`src/rtl/control_sequencer_pkg.sv`:
```
// Shared definitions for the 8-bit bus computer control sequencer:
// module-select codes, opcodes, ALU ops, control-word layout and FSM states.
package control_sequencer_pkg;

    localparam logic [3:0] SEL_PC   = 4'h0;
    localparam logic [3:0] SEL_ACC  = 4'h1;
    localparam logic [3:0] SEL_BREG = 4'h2;
    localparam logic [3:0] SEL_ALU  = 4'h3;
    localparam logic [3:0] SEL_MAR  = 4'h4;
    localparam logic [3:0] SEL_MEM  = 4'h5;
    localparam logic [3:0] SEL_IR   = 4'h6;
    localparam logic [3:0] SEL_OR   = 4'h8;
    localparam logic [3:0] IDLE_SEL_DEFAULT = 4'hF;

    typedef enum logic [3:0] {
        OPC_LDA = 4'b0000,
        OPC_ADD = 4'b0001,
        OPC_SUB = 4'b0010,
        OPC_OUT = 4'b1110,
        OPC_HLT = 4'b1111
    } opcode_e;

    localparam logic [2:0] ALU_ADD = 3'b000;
    localparam logic [2:0] ALU_SUB = 3'b001;

    typedef struct packed {
        logic [3:0] sel;
        logic       oe;
        logic       we;
        logic [2:0] op;
        logic       en;
        logic       last;
        logic       mem_wait;
    } ctrl_word_t;

    typedef enum logic [1:0] {
        ST_IDLE,
        ST_RUN_STEP,
        ST_HALTED
    } state_e;

    function automatic ctrl_word_t cw(input logic [3:0] sel, input logic oe, input logic we,
                                      input logic [2:0] op, input logic en, input logic last,
                                      input logic mem_wait);
        ctrl_word_t c;
        c.sel      = sel;
        c.oe       = oe;
        c.we       = we;
        c.op       = op;
        c.en       = en;
        c.last     = last;
        c.mem_wait = mem_wait;
        return c;
    endfunction

    // Opcodes that have an execute phase after the fetch steps.
    function automatic logic has_exec(input logic [3:0] opc);
        return opc inside {OPC_LDA, OPC_ADD, OPC_SUB, OPC_OUT};
    endfunction

endpackage

```
`src/rtl/control_sequencer_rom.sv`:
```
// Microcode ROM: combinational (opcode, step) -> control word with LAST/WAIT flags.
module control_rom
    import control_sequencer_pkg::*;
#(
    parameter logic [3:0] IDLE_SEL = IDLE_SEL_DEFAULT
) (
    input  logic [3:0] opcode,
    input  logic [3:0] step,
    output ctrl_word_t word
);

    logic [2:0] alu_op;

    assign alu_op = (opcode == OPC_SUB) ? ALU_SUB : ALU_ADD;

    always_comb begin
        word = cw(IDLE_SEL, 1'b0, 1'b0, ALU_ADD, 1'b0, 1'b1, 1'b0);
        case (step)
            4'd0: word = cw(SEL_PC,  1'b1, 1'b0, ALU_ADD, 1'b0, 1'b0, 1'b0);
            4'd1: word = cw(SEL_MAR, 1'b0, 1'b1, ALU_ADD, 1'b0, 1'b0, 1'b0);
            4'd2: word = cw(SEL_MEM, 1'b1, 1'b0, ALU_ADD, 1'b0, 1'b0, 1'b1);
            4'd3: word = cw(SEL_IR,  1'b0, 1'b1, ALU_ADD, 1'b0, 1'b0, 1'b0);
            4'd4: word = cw(IDLE_SEL, 1'b0, 1'b0, ALU_ADD, 1'b1, !has_exec(opcode), 1'b0);
            default: begin
                case (opcode)
                    OPC_LDA, OPC_ADD, OPC_SUB: begin
                        case (step)
                            4'd5: word = cw(SEL_IR,  1'b1, 1'b0, ALU_ADD, 1'b0, 1'b0, 1'b0);
                            4'd6: word = cw(SEL_MAR, 1'b0, 1'b1, ALU_ADD, 1'b0, 1'b0, 1'b0);
                            4'd7: word = cw(SEL_MEM, 1'b1, 1'b0, ALU_ADD, 1'b0, 1'b0, 1'b1);
                            4'd8: word = (opcode == OPC_LDA)
                                       ? cw(SEL_ACC,  1'b0, 1'b1, ALU_ADD, 1'b0, 1'b1, 1'b0)
                                       : cw(SEL_BREG, 1'b0, 1'b1, ALU_ADD, 1'b0, 1'b0, 1'b0);
                            4'd9: if (opcode != OPC_LDA)
                                      word = cw(SEL_ALU, 1'b1, 1'b0, alu_op, 1'b0, 1'b0, 1'b0);
                            4'd10: if (opcode != OPC_LDA)
                                      word = cw(SEL_ACC, 1'b0, 1'b1, ALU_ADD, 1'b0, 1'b1, 1'b0);
                            default: ;
                        endcase
                    end
                    OPC_OUT: begin
                        case (step)
                            4'd5: word = cw(SEL_ACC, 1'b1, 1'b0, ALU_ADD, 1'b0, 1'b0, 1'b0);
                            4'd6: word = cw(SEL_OR,  1'b0, 1'b1, ALU_ADD, 1'b0, 1'b1, 1'b0);
                            default: ;
                        endcase
                    end
                    default: ;
                endcase
            end
        endcase
    end

endmodule

```
`src/rtl/control_sequencer.sv`:
```
// Microcoded fetch/execute sequencer for the 8-bit bus computer.
// Optional single-step mode: define CONTROL_SEQUENCER_STEP_MODE_EN to add the STEP input.
module control_sequencer
    import control_sequencer_pkg::*;
#(
    parameter int unsigned MEM_TIMEOUT = 1023,
    parameter logic [3:0]  IDLE_SEL    = 4'hF
) (
    input  logic       CLK,
    input  logic       RESET_N,
    input  logic       RUN,
    input  logic [3:0] IR_OPCODE,
    input  logic       MEM_DONE,
`ifdef CONTROL_SEQUENCER_STEP_MODE_EN
    input  logic       STEP,
`endif
    output logic [3:0] SEL,
    output logic       OE,
    output logic       WE,
    output logic [2:0] OP,
    output logic       EN,
    output logic       HLT,
    output logic [3:0] STEP_IDX,
    output logic       BUSY,
    output logic       ERR
);

    localparam int unsigned CW = (MEM_TIMEOUT < 2) ? 1 : $clog2(MEM_TIMEOUT);
    localparam logic [CW-1:0] TMO_LAST = CW'(MEM_TIMEOUT - 1);
    localparam ctrl_word_t IDLE_WORD = cw(IDLE_SEL, 1'b0, 1'b0, ALU_ADD, 1'b0, 1'b0, 1'b0);

    state_e        state;
    ctrl_word_t    word_q;
    logic [3:0]    step_q;
    logic [3:0]    opcode_q;
    logic [CW-1:0] tmo_cnt;
    logic          hlt_q;
    logic          busy_q;
    logic          err_q;

    logic [3:0]    rom_op;
    logic [3:0]    nxt_step;
    ctrl_word_t    nxt_word;
    logic          go;

`ifdef CONTROL_SEQUENCER_STEP_MODE_EN
    logic step_d;

    always_ff @(posedge CLK) begin
        if (!RESET_N) step_d <= 1'b0;
        else          step_d <= STEP;
    end

    assign go = STEP & ~step_d;
`else
    assign go = 1'b1;
`endif

    // The opcode is only valid from step 4 onward; the latched copy takes over after that.
    // Step 4's LAST flag was looked up before IR was loaded, so decide the branch here instead.
    assign rom_op = (step_q == 4'd4) ? IR_OPCODE : opcode_q;

    always_comb begin
        nxt_step = '0;
        if (state == ST_RUN_STEP) begin
            if (step_q == 4'd4)
                nxt_step = has_exec(IR_OPCODE) ? 4'd5 : 4'd0;
            else if (!word_q.last)
                nxt_step = step_q + 4'd1;
        end
    end

    control_rom #(.IDLE_SEL(IDLE_SEL)) u_rom (
        .opcode (rom_op),
        .step   (nxt_step),
        .word   (nxt_word)
    );

    always_ff @(posedge CLK) begin
        if (!RESET_N) begin
            state    <= ST_IDLE;
            word_q   <= IDLE_WORD;
            step_q   <= '0;
            opcode_q <= '0;
            tmo_cnt  <= '0;
            hlt_q    <= 1'b0;
            busy_q   <= 1'b0;
            err_q    <= 1'b0;
        end else begin
            case (state)
                ST_IDLE: begin
                    if (RUN) begin
                        state   <= ST_RUN_STEP;
                        word_q  <= nxt_word;
                        step_q  <= '0;
                        tmo_cnt <= '0;
                        busy_q  <= 1'b1;
                    end
                end
                ST_RUN_STEP: begin
                    if (word_q.mem_wait && !MEM_DONE) begin
                        if (tmo_cnt == TMO_LAST) begin
                            state  <= ST_HALTED;
                            word_q <= IDLE_WORD;
                            step_q <= '0;
                            hlt_q  <= 1'b1;
                            busy_q <= 1'b0;
                            err_q  <= 1'b1;
                        end else begin
                            tmo_cnt <= tmo_cnt + CW'(1);
                        end
                    end else if (go) begin
                        tmo_cnt <= '0;
                        if (step_q == 4'd4) opcode_q <= IR_OPCODE;
                        if (step_q == 4'd4 && IR_OPCODE == OPC_HLT) begin
                            state  <= ST_HALTED;
                            word_q <= IDLE_WORD;
                            step_q <= '0;
                            hlt_q  <= 1'b1;
                            busy_q <= 1'b0;
                        end else begin
                            word_q <= nxt_word;
                            step_q <= nxt_step;
                        end
                    end
                end
                ST_HALTED: ;
                default: state <= ST_IDLE;
            endcase
        end
    end

    assign SEL      = word_q.sel;
    assign OE       = word_q.oe;
    assign WE       = word_q.we;
    assign OP       = word_q.op;
    assign EN       = word_q.en;
    assign HLT      = hlt_q;
    assign STEP_IDX = step_q;
    assign BUSY     = busy_q;
    assign ERR      = err_q;

endmodule

```
`config.mk`:
```
export PLATFORM = sky130hd
export DESIGN_NAME = control_sequencer
export DESIGN_NICKNAME = d
export VERILOG_FILES = /design/src/rtl/control_sequencer_pkg.sv /design/src/rtl/control_sequencer_rom.sv /design/src/rtl/control_sequencer.sv
export SDC_FILE = /design/constraint.sdc
export NUM_CORES = 1
export LEC_CHECK = 0
export ABC_AREA = 1
export CAP_MARGIN = 20
export CORE_MARGIN = 4
export CORE_UTILIZATION = 51
export DETAILED_ROUTE_END_ITERATION = 8
export GPL_TIMING_DRIVEN = 0
export PLACE_DENSITY = 0.82
export REMOVE_ABC_BUFFERS = 1
export SKIP_CTS_REPAIR_TIMING = 1
export SYNTH_ARGS = -nofsm -noshare
export SYNTH_HDL_FRONTEND = slang
export SYNTH_SLANG_ARGS = --single-unit
```
`constraint.sdc`:
```
create_clock -name CLK -period 2.2 [get_ports CLK]
set_clock_uncertainty 0.1 [all_clocks]
set_input_delay 0.44 -clock CLK [delete_from_list [all_inputs] [get_ports CLK]]
set_output_delay 0.44 -clock CLK [all_outputs]
set_load 0.02 [all_outputs]
```
==> Word level (Yosys, flattened, before mapping) <==
Index checks and enable logic that the tools add are counted.
{ "word_totals": {"register_bits": 35, "latchBits": 0, "mem_bits_rw": 0, "mem_bits_ro": 0, "input_bits": 8, "out_inout_bits": 17, "word_cells": 105, "memories": 0} }
{ "classes": {"n_addsub": 2, "mul": 0, "n_div": 0, "n_lt_le_gt_ge": 0, "eq_ne": 26, "n_shift": 0, "n_mux": 40, "bitwise_logic": 2, "n_reduce_logical": 21} }
{ "op_table": {"columns": ["op", "n"], "rows": [
  ["two-way mux 12 bit", 6],
  ["case mux 12 bit (2 select lines)", 3],
  ["case mux 12 bit (6 select lines)", 1],
  ["case mux 12 bit (5 select lines)", 1],
  ["two-way mux 10 bit", 4],
  ["two-way mux 4 bit", 8],
  ["== test 4 bit, second input constant", 6],
  ["== test 4 x 3 -> 1 bit, second input constant", 5],
  ["case mux 10 bit (2 select lines)", 1],
  ["== test 4 x 2 -> 1 bit, second input constant", 4],
  ["== test 4 x 1 -> 1 bit, second input constant", 3],
  ["logical NOT 4 bit", 3],
  ["AND reduction 3 bit", 4],
  ["nonzero test 4 bit", 3],
  ["adder 10 x 1 -> 10 bit, second input constant", 1],
  ["== test 10 bit, second input constant", 1],
  ["two-way mux 1 bit", 8],
  ["two-way mux 2 bit", 4],
  ["case mux 4 bit (2 select lines)", 1],
  ["AND reduction 4 bit", 2],
  ["case mux 2 bit (3 select lines)", 1],
  ["adder 4 x 1 -> 4 bit, second input constant", 1],
  ["nonzero test 2 bit", 2],
  ["two-way mux 3 bit", 1],
  ["14 further kinds", 17]
]} }

==> Longest topological paths before layout <==
{ "logic_depth": {"depth_word": 12, "mapped_depth": 18, "depth_no_buf": 18} }

==> Modules after synthesis <==
Synthesis repeated with hierarchy kept, for this count alone.
{ "unflattened": {"cells_unflattened": 366, "area_unflattened_um2": 2367.3} }
{ "by_module_without_submodules": {"columns": ["mod", "n_inst", "cells_each", "area_per_inst_um2", "seq_area_each_um2"], "rows": [
  ["control_sequencer", 1, 273, 1915.6, 700.7],
  ["control_rom", 1, 93, 451.7, 0.0]
]} }

==> Worst setup path before layout <==
OpenSTA, ideal clock, no wires.
{ "synth_path": {"kind": "reg-to-reg", "from": "register step_q[0] (netlist: STEP_IDX[0])", "to": "register word_q[1] (netlist bit)", "setup_time_ns": 0.131, "arrival_ns": 2.051, "t_required_ns": 1.969, "slack_ns": -0.082, "path_stages_with_launch": 15, "n_path_buf": 0, "synth_period_minus_slack_ns": 2.282, "cell_sequence": "dfxtp_1 -> inv_1 -> ha_1 -> nand2_1 -> nor2_4 -> nor2_1 -> nand2_4 -> nor2_2 -> nand2_1 -> nand3_1 -> nor2_1 -> o21ai_0 -> nand2_1 -> nand2_1 -> a21oi_2"} }
{ "synth_via": {"elab_chain_cells": 11, "elab_cells_between_ends": 36, "classes_between": "1 x add/sub; 14 x eq/ne; 14 x mux; 7 x reduce/logical"} }
{ "synth_rtl": {"columns": ["item", "line", "source"], "rows": [
  ["start: declaration", "control_sequencer.sv:34", "logic [3:0] step_q;"],
  ["start signal: assignment", "control_sequencer.sv:123", "step_q <= nxt_step;"],
  ["adder 4 x 1 -> 4 bit", "control_sequencer.sv:69", "nxt_step = step_q + 4'd1;"],
  ["two-way mux 4 bit", "control_sequencer.sv:68", "else if (!word_q.last)"],
  ["two-way mux 4 bit", "control_sequencer.sv:66", "if (step_q == 4'd4)"],
  ["two-way mux 4 bit", "control_sequencer.sv:65", "if (state == ST_RUN_STEP) begin"],
  ["== test 4 bit, or another cell as far along", "control_sequencer_rom.sv:27", "case (step)"],
  ["case mux 12 bit (6 select lines) or case mux 12 bit (2 select lines) (tied branches)", "control_sequencer_rom.sv:27, control_sequencer_rom.sv:42", null],
  ["case mux 12 bit (2 select lines)", "control_sequencer_rom.sv:25", "case (opcode)"],
  ["case mux 12 bit (5 select lines)", "control_sequencer_rom.sv:18", "case (step)"],
  ["two-way mux 12 bit", "control_sequencer.sv:115", "if (step_q == 4'd4 && IR_OPCODE == OPC_HLT) begin"],
  ["two-way mux 12 bit", "control_sequencer.sv:101", "if (word_q.mem_wait && !MEM_DONE) begin"],
  ["case mux 12 bit (2 select lines) *", "control_sequencer.sv:90", "case (state)"],
  ["end signal: assignment", "control_sequencer.sv:94", "word_q <= nxt_word;"],
  ["end signal: assignment", "control_sequencer.sv:122", "word_q <= nxt_word;"],
  ["end: declaration", "control_sequencer.sv:33", "ctrl_word_t word_q;"]
]} }
Every way passes the cells marked *; elsewhere a longest branch is shown, timed or not. The select of a mux whose other input is x is not followed.
A chain may end at the register's enable or synchronous reset.

==> Worst setup path after layout <==
{ "layout_path": {"from": "register step_q[1] (netlist: STEP_IDX[1])", "to": "register word_q, in the netlist SEL[0]"} }
The elaborated chain is that of the path after synthesis.

==> reports/results.ini <==
[placed_design]
pre_cts_ws_ns = -0.482
gp_congestion = 0.844
portBuffers = 22
dp_hpwl_um = 3510

[setup_path]
cp_slowest_cell = dfxtp_4
critPathMaxFanout = 6
cp.arrival_ns = 2.52
worstPathCellList = inv_2 > ha_4 > nand2_2 > nor2_4 > nor2_2 > nand3_2 > inv_2 > nor2_4 > buf_6 > nand2_2 > nand2_1 > inv_1 > nand3_2 > nand2_1 > nand2_1 > nand2_1 > nand2_1 > nand2_1 > nand2_1
crit_family = simple AND/OR/NAND/NOR gates
cp_common_cell = nand2_1
crit_type = register to register
cp_num_buf_inv = 4
critical_path.startpoint_type = register
worstPathRequired_ns = 2.34
end_kind = register
critPathMaxStageDelay_ns = 0.37

[clock_tree]
clkSinkCount = 33
numCtsBuffers = 5
clk_pin_slew_ns = 0.08
clockBufferDepth = 2
clock_latency_ns = 0.30
htree_num_levels = 2
cts_tree = yes
root_buffer = clkbuf_8

[timing]
final.period_utilization_pct = 108
finalSetupViolations = 8
grt_setup_unrepaired = true
hold_viol = 0
slew_violations = 0
worst_pin_slew_ns = 0.762
relSlewSlack_pct = 49.1
final.min_clock_period_ns = 2.38
holdWs_ns = 0.361
setup_ws_ns = -0.184
fmax_mhz = 419

[logic_synthesis]
ys_async_sr_fraction_pct = 0
synth_compound_area_share_pct = 16.4
synthSimpleGateAreaFrac_pct = 38.8
synth_edf_count = 0
synth_warnings = 0
yosysMostFrequentCell = nand2_1
synthTopCellsByCount = nand2_1, inv_1, dfxtp_1, nor2_1, a21oi_1
yosysTopAreaCell = dfxtp_1
synth-seq-cells = 33
synth.avg_cell_area_um2 = 6.65
synth_top_family_by_area = simple AND/OR/NAND/NOR gates
synth.area.mux_share_pct = 0
ys_types = 36
syn_inst = 330
ys.flop_type = dfxtp_1
syn_area_mm2 = 0.00220
synth_adder_area_share_pct = 2.28
yosys-top-cells-area = dfxtp_1, nand2_1, inv_1, a21oi_1, nor2_1
synthXorXnorAreaFrac_pct = 1.20
ys_seq_area_share_pct = 30.1
yosysTopAreaCellShare_pct = 30.1

[die]
ioPinCount = 25
num_rows = 23
core-area_mm2 = 0.00409
die_h_um = 73.6
start_util_pct = 53.7
dieArea_mm2 = 0.00542
die_width_um = 73.6

[drt]
drt-initial-drc-count = 322
top_layer_used = met4
vias = 2500
wl_met2_um = 3300
wl_met1_um = 2740
wl_per_cell_um = 16.2
drc_errors = 0
first_pass_iters = 5
wl_um = 6870
vias_per_cell = 5.88
antenna_left = 0
dr_wl_met3_um = 590

[hold_path]
min_path_type = register to register

[grt]
grt_usage_pct = 19.3
antenna_found_initial = 0
grt_max_degree = 22
globalRoute.totalOverflow = 0
grt_pass1_wl_um = 8180
grt_pass1_vias = 1872

[cells_and_area]
antenna_cells = 0
synthToLayoutAreaGrowth_pct = 35.6
layout-drive-gt1-share_pct = 29.3
finalNetCount = 386

[power_and_ir_drop]
power.switching_w = 0.000563
internal_power_w = 0.00126
p_sw_share_pct = 31.0
comb_power_share_pct = 25.8
ir_drop_v = 0.000263
power_density_mw_per_mm2 = 611
p_leak_nw = 1.31
pwr-share-clk_pct = 38.8
power_frac_seq_pct = 35.4

[status]
status = finished, violations left
violations = negative setup slack

[run]
drv_cap = 0

## final timing paths
check             depth (start not counted)  slack [ns]        start  endpoint
setup reg to reg                         19       -0.18  STEP_IDX[1]    SEL[0]
hold reg to reg                           2        0.36          ERR       ERR
setup / recovery                         19       -0.18  STEP_IDX[1]    SEL[0]
hold / removal                            2        0.36          ERR       ERR
## cells in the final DEF (no fill, tap or decap), drive strengths merged, types with 2 or more instances in the layout
master,Yosys,final
or2,2,2
inv,43,43
dfxtp,33,33
a221oi,2,2
nor3,7,7
clkbuf,2,5
nand4,3,3
conb,1,2
nand2,95,95
clkdlybuf4s50,0,18
nor2,41,41
dlymetal6s2s,0,4
nand3,26,27
o21ai,22,22
a21oi,28,28
ha,4,4
xor2,2,2
a22oi,2,2
bufinv,0,2
buf,9,24
o31ai,2,2
## flip-flops by register name, indices dropped and copies added, names as in the netlist
register,cells
WE,1
ERR,1
HLT,1
STEP_IDX,4
opcode_q,4
BUSY,1
OP,1
state,2
OE,1
SEL,4
tmo_cnt,10
EN,1
word_q,2
## area by class of cell
cell class	instances	area, µm²
multi-input combinational	245	1500
fill	293	1110
sequential	33	671
timing repair buffer	46	443
inverter	43	164
clock buffer	5	68.8
clock inverter	3	65.1
tap	50	62.6
## per-stage QoR
stage | instance area [µm²] | power [W] | std cells | utilization [%] | setup TNS [ns]
after floorplan | 2120 | 0.000891 | 320 | - | -0.277
after global placement | 2400 | 0.000984 | 392 | 58.7 | -7.08
after detailed placement | 2400 | 0.000986 | 392 | 58.7 | -7.13
after CTS | 2530 | 0.00167 | 400 | 62.0 | -2.22
after global routing | 2980 | 0.00188 | 425 | 72.8 | -1.87
final | 2980 | 0.00182 | 425 | 72.8 | -0.827
## metal layers
| metal | up-vias | track usage, % |
|---|---|---|
| met2 | 158 | 33.0 |
| met5 | - | 0 |
| met1 | 1154 | 23.5 |
| met3 | 35 | 4.65 |
| met4 | 0 | 6.44 |
| li1 | 1153 | - |
## power by group through the flow
| stage | Sequential (W) | Combinational, W | Clock [W] |
|---|---|---|---|
| after floorplan | 0.000673 | 0.000217 | 0 |
| after global placement | 0.000655 | 0.000329 | 0 |
| after detailed placement | 0.000655 | 0.000331 | 0 |
| after CTS | 0.000642 | 0.000335 | 0.000699 |
| after global routing | 0.000645 | 0.000504 | 0.000731 |
| final | 0.000643 | 0.000470 | 0.000706 |
## cells by family after synthesis
| family | Yosys count |
|---|---|
| flops | 33 |
| compound gates | 59 |
| buf+inv | 54 |
| fa+ha+maj | 4 |
| xor+xnor | 3 |
| simple gates | 176 |
| other cells | 1 |
## worst min-delay path: stages, from the launching register on
cell and delay (ns):
dfxtp_1 0.31, inv_1 0.05, a21oi_1 0.05
Note: power is estimated with default switching activity, not from simulation.
